### config.mk
export PLATFORM = sky130hd
export DESIGN_NAME = risc_trace_unit
export DESIGN_NICKNAME = d
export VERILOG_FILES = /design/src/rtl/risc_trace_pkg.sv /design/src/rtl/risc_trace_fifo.sv /design/src/rtl/risc_trace_unit.sv
export SDC_FILE = /design/constraint.sdc
export NUM_CORES = 1
export LEC_CHECK = 0
export ABC_AREA = 1
export CORE_ASPECT_RATIO = 0.7
export CORE_MARGIN = 1
export CORE_UTILIZATION = 40
export CTS_CLUSTER_DIAMETER = 100
export DETAILED_ROUTE_END_ITERATION = 10
export GPL_TIMING_DRIVEN = 0
export SLEW_MARGIN = 20
export SYNTH_ARGS = -nofsm -noshare
export SYNTH_HDL_FRONTEND = slang
export SYNTH_HIERARCHICAL = 1
export SYNTH_SLANG_ARGS = --single-unit
export TNS_END_PERCENT = 50
### constraint.sdc
create_clock -name CLK -period 3.55 [get_ports CLK]
set_input_delay 0.71 -clock CLK [delete_from_list [all_inputs] [get_ports CLK]]
set_output_delay 0.71 -clock CLK [all_outputs]
set_load 0.005 [all_outputs]
### src/rtl/risc_trace_pkg.sv
// risc_trace_pkg: shared state encoding, capture-mode constants and trace record helpers.
package risc_trace_pkg;
  typedef enum logic [1:0] {IDLE, RUN, HALT} trace_state_e;
  localparam logic MODE_ALL = 1'b0;
  localparam logic MODE_CHANGE = 1'b1;
  localparam int REC_MAX = 96;
  // Fields are at most 32 bits and are passed zero-extended; callers truncate to their record width.
  function automatic logic [REC_MAX-1:0] pack_rec(input logic [31:0] cyc, input logic [31:0] ir,
                                                  input logic [31:0] pc, input int ir_w, input int pc_w);
    return (REC_MAX'(cyc) << (ir_w + pc_w)) | (REC_MAX'(ir) << pc_w) | REC_MAX'(pc);
  endfunction
  function automatic logic [31:0] rec_field(input logic [REC_MAX-1:0] rec, input int lsb, input int w);
    logic [32:0] m;
    m = (33'd1 << w) - 33'd1;
    return 32'(rec >> lsb) & m[31:0];
  endfunction
endpackage

### src/rtl/risc_trace_fifo.sv
// risc_trace_fifo: synchronous FIFO with ready/valid head, full flag and a strobe for pushes lost to a full queue.
module risc_trace_fifo #(
  parameter int W = 48,
  parameter int DEPTH = 8
) (
  input  logic         clk,
  input  logic         rst_n,
  input  logic         clear,
  input  logic         push,
  input  logic [W-1:0] din,
  input  logic         ready,
  output logic         valid,
  output logic [W-1:0] dout,
  output logic         full,
  output logic         dropped
);
  localparam int AW = $clog2(DEPTH);
  logic [W-1:0] mem [DEPTH];
  logic [AW:0] wp, rp;
  logic pop, wr;
  always_comb begin
    valid = wp != rp;
    full = (wp ^ rp) == {1'b1, {AW{1'b0}}};
    pop = valid && ready;
    wr = push && (!full || pop);
    dropped = push && full && !pop;
    dout = mem[rp[AW-1:0]];
  end
  always_ff @(posedge clk or negedge rst_n)
    if (!rst_n) begin
      wp <= '0;
      rp <= '0;
      for (int i = 0; i < DEPTH; i++) mem[i] <= '0;
    end else if (clear) begin
      wp <= '0;
      rp <= '0;
      for (int i = 0; i < DEPTH; i++) mem[i] <= '0;
    end else begin
      if (wr) begin
        mem[wp[AW-1:0]] <= din;
        wp <= wp + 1'b1;
      end
      if (pop) rp <= rp + 1'b1;
    end
endmodule

### src/rtl/risc_trace_unit.sv
// risc_trace_unit: cycle counter and {cycle, IR, PC} trace capture for the 16-bit RISC pipeline.
module risc_trace_unit
  import risc_trace_pkg::*;
#(
  parameter int CC_W = 16,
  parameter int IR_W = 16,
  parameter int PC_W = 16,
  parameter int DEPTH = 8,
  parameter int DROP_W = 8
) (
  input  logic                     CLK,
  input  logic                     RST_N,
  input  logic                     CLEAR,
  input  logic                     START,
  input  logic                     MODE,
  input  logic                     HOLT,
  input  logic [IR_W-1:0]          IR,
  input  logic [PC_W-1:0]          PC,
  output logic [CC_W-1:0]          CYCLE_COUNT,
  output logic                     HALTED,
  output logic                     TR_VALID,
  input  logic                     TR_READY,
  output logic [CC_W+IR_W+PC_W-1:0] TR_DATA,
  output logic                     TR_FULL,
  output logic [DROP_W-1:0]        DROP_COUNT
);
  localparam int REC_W = CC_W + IR_W + PC_W;
  trace_state_e state;
  logic [IR_W-1:0] last_ir;
  logic [PC_W-1:0] last_pc;
  logic last_valid, push, dropped;
  logic [REC_W-1:0] rec;
  // The halt-transition cycle always records, marking where the program stopped.
  always_comb begin
    rec = REC_W'(pack_rec(32'(CYCLE_COUNT), 32'(IR), 32'(PC), IR_W, PC_W));
    push = !CLEAR && state == RUN &&
           (HOLT || MODE == MODE_ALL || !last_valid || IR != last_ir || PC != last_pc);
  end
  always_ff @(posedge CLK or negedge RST_N)
    if (!RST_N) begin
      state <= IDLE;
      CYCLE_COUNT <= '0;
      HALTED <= 1'b0;
      DROP_COUNT <= '0;
      last_ir <= '0;
      last_pc <= '0;
      last_valid <= 1'b0;
    end else if (CLEAR) begin
      state <= IDLE;
      CYCLE_COUNT <= '0;
      HALTED <= 1'b0;
      DROP_COUNT <= '0;
      last_valid <= 1'b0;
    end else begin
      state <= state == RUN ? (HOLT ? HALT : RUN) : (START ? RUN : state);
      HALTED <= (state == RUN && HOLT) || (state == HALT && !START);
      if (state == RUN && !HOLT) CYCLE_COUNT <= CYCLE_COUNT + 1'b1;
      if (dropped && DROP_COUNT != '1) DROP_COUNT <= DROP_COUNT + 1'b1;
      if (push) begin
        last_ir <= IR;
        last_pc <= PC;
        last_valid <= 1'b1;
      end else if (state != RUN && START) last_valid <= 1'b0;
    end
  risc_trace_fifo #(.W(REC_W), .DEPTH(DEPTH)) u_fifo (
    .clk(CLK),
    .rst_n(RST_N),
    .clear(CLEAR),
    .push(push),
    .din(rec),
    .ready(TR_READY),
    .valid(TR_VALID),
    .dout(TR_DATA),
    .full(TR_FULL),
    .dropped(dropped)
  );
endmodule

==> flow_summary.yaml <==
cts:
  cts-htree-levels: 2
  clock-sinks: 452
  ctsHoldBuffers: 0
  cts_tree: "yes"
  clk_path_buf_depth: 3
  clock_latency_ps: 600
  cts_made_buffers: 47
  clkTransAtPathRegs_ps: 70
  clockRootBuffer: "clkbuf_16"
critical_path:
  rrSetupSlack_ps: 430
  end_kind: "output port"
  startpoint_type: "register"
  worstPathRequired_ps: 2840
  cp.arrival_ps: 2820
  cp-endpoint: "TR_DATA[27]"
  worstPathMaxFanout: 10
  r2r-start: "u_fifo/rp[1]"
  worstRegToRegCells: 14
  crit_type: "reg -> out"
  startpoint: "u_fifo/rp[0]"
  r2r-end: "DROP_COUNT[3]"
global_routing:
  antenna_found_initial: 0
  grt_pass1_wl_microns: 145000
  track_usage_pct: 31.7
  grt_max_degree: 94
  grt-ovfl-total: 0
  grt_pass1_vias: 23100
timing:
  period_minus_slack_ps: 3530
  period_share_pct: 99.5
  relSlewSlack_pct: 11.3
  fin_ws_ps: 17.2
  setup_viol: 0
  hold_viol_final: 0
  slew_viol_final: 0
  tightest_slew_ps: 1330
  grt_setup_unrepaired: "true"
  worst_clock_skew_ps: 30.1
  fmax_ghz: 0.283
min_path:
  worstHoldPathType: "in -> async"
synthesis:
  synth_area_per_cell_sq_um: 7.83
  syn_area_sq_um: 23800
  synth_cells: 3041
  synth_seq_area_share_pct: 47.5
  ys_seq_elements: 452
  yosysUniqueCellTypes: 34
  ys_warn_count: 6
  syn_nets: 3084
placement:
  hpwl_microns: 67900
  dp_slack_ps: -1120
  place_congestion: 0.965
  placed_area_sq_um: 26100
  io_buffers: 112
  dp_cells: 3956
die:
  die_area_sq_um: 60600
  rows: 74
  die_x_microns: 294
  ios: 114
  die_y_microns: 206
  initial_core_util_pct: 40.7
  coreArea_sq_um: 58600
cells_and_area:
  drive_gt1_share_pct: 9.25
  final_cell_mix: "nand2_1, dfrtp_1, nand3_1"
  layoutNonFillerInstCount: 4041
  area_growth_pct: 17.2
  final_nets: 3253
  fin_area_sq_um: 27900
  diodes: 0
  mostFrequentLayoutCell: "nand2_1"
power_and_ir_drop:
  switchingPower_mw: 5.51
  fin_total_pwr_mw: 15.4
  p_seq_share_pct: 34.8
  power_density_nw_per_um2: 552
  vdd_drop_max_uv: 322
  combinationalPowerShare_pct: 32.7
  switching_share_pct: 35.8
  internal_power_mw: 9.90
  leakagePower_nw: 14.1
  p_clk_share_pct: 32.4
drt:
  ant_nets: 0
  drtIter0Drc: 3521
  drc: 0
  viasPerCell: 6.09
  wirelength_microns: 96300
  wl_per_cell_microns: 23.8
  vias: 24600
  first_pass_iters: 5
flow_run:
  maxCapViolCount: 0
run_status:
  outcome: "finished clean"
## sequential cells by signal, summed over array words and instances, names as in the netlist
signal and cells:
u_fifo/mem 384, HALTED 1, last_pc 16, CYCLE_COUNT 16, last_ir 16, DROP_COUNT 8, u_fifo/wp 4, u_fifo/rp 4
state 2, last_valid 1
## worst min path at each step
stage	end	cells past startpoint	startpoint	slack, ps
detailed placement	last_ir[2]	2	last_ir[2]	480
floorplan	CYCLE_COUNT[0]	0	RST_N	410
finish	u_fifo/mem[328]	1	RST_N	70
global route	u_fifo/mem[328]	1	RST_N	110
CTS	u_fifo/mem[328]	1	RST_N	90
global placement	HALTED	1	state[0]	450
## cell usage after synthesis
cell      instances  area share [%]
nor3_2            4            0.17
inv_1           102             1.6
a31o_2            1           0.037
o31ai_1           3           0.095
buf_6            38             1.8
nor2_1          283             4.5
nor2_4            1           0.047
o21bai_1          1           0.032
buf_1            26            0.41
o21ai_0         208             4.4
nand2_1         675              11
clkbuf_1        177             2.8
ha_1              4            0.21
nand2_4           1           0.047
buf_2            41            0.86
nor2_2            3           0.079
inv_2             4           0.063
a221oi_1          1           0.037
nand3_1         447             9.4
xnor2_1           9            0.33
nand4_1         390              10
a21oi_2           1           0.037
a31oi_1           2           0.053
nand4_4           1           0.089
o22ai_1          96             2.5
dfrtp_1         452              47
nand2_2           2           0.053
a21oi_1          12            0.25
nand3_2           1           0.042
nor3_1            8            0.17
buf_4            22            0.69
xor2_1           22            0.81
o21ai_1           2           0.042
nor3_4            1           0.068
## timing repair
action	4_1_cts	5_1_grt
pin swaps	0	2
setup endpoints to repair	357	299
setup buffers	7	0
gates resized for setup	86	113
endpoints found under the hold margin	0	0
## worst max-delay path: stages (launching register included)
cell and delay, ps:
dfrtp_4 500, buf_6 230, buf_4 230, buf_2 250, nor2_1 110, o22ai_1 200, nand2_1 100, nand2_1 100
clkdlybuf4s50_1 510
## through the flow
| stage | hold WS, ps | TNS, ps | util, % |
|---|---|---|---|
| 2_1_floorplan | 414 | 0 | - |
| 4_1_cts | 87.3 | -20.7 | 47.5 |
| 5_1_grt | 111 | -16.2 | 47.7 |
| 6_report | 73.7 | 0 | 47.7 |
| 3_3_place_gp | 455 | -8778280 | 44.3 |
| 3_5_place_dp | 481 | -288790 | 44.5 |
## power by group through the flow
stage | clock [mW] | combinational, mW | sequential, mW
after floorplan | 0 | 2.41 | 5.44
after global placement | 0 | 4.61 | 5.48
after detailed placement | 0 | 4.64 | 5.47
after CTS | 5.06 | 4.85 | 5.37
after global routing | 5.27 | 5.40 | 5.38
final | 5.00 | 5.04 | 5.37
## kinds of logic (layout without fill, tap and decap cells)
group                      after synthesis  after routing  synth area share, %
AOI/OAI and AO/OA                      327            327                 7.47
xor gates and xnor gates                31             31                 1.14
and+or+nand+nor                       1817           1817                 35.5
buffers and inverters                  410            612                 8.22
adders and majority gates                4              4                0.210
DFF                                    452            452                 47.5
## layout make-up
type | count | area, sq um
clock inverters | 7 | 37.5
fillers | 5861 | 30700
clock buffers | 75 | 1460
flip-flops and latches | 452 | 11300
repair buffers | 124 | 1320
plain buffers | 300 | 1790
inverters | 106 | 404
multi-input cells | 2179 | 10600
well taps | 798 | 998
## metal layers
| layer | vias to the layer above | wire length, microns | GRT usage [%] |
|---|---|---|---|
| li1 | 10900 | - | - |
| met1 | 12000 | 41500 | 46.0 |
| met2 | 1514 | 39200 | 45.0 |
| met3 | 237 | 12300 | 8.61 |
| met4 | 0 | 3380 | 11.3 |
| met5 | - | 0 | 0 |
Power figures use the tool's default switching activity.
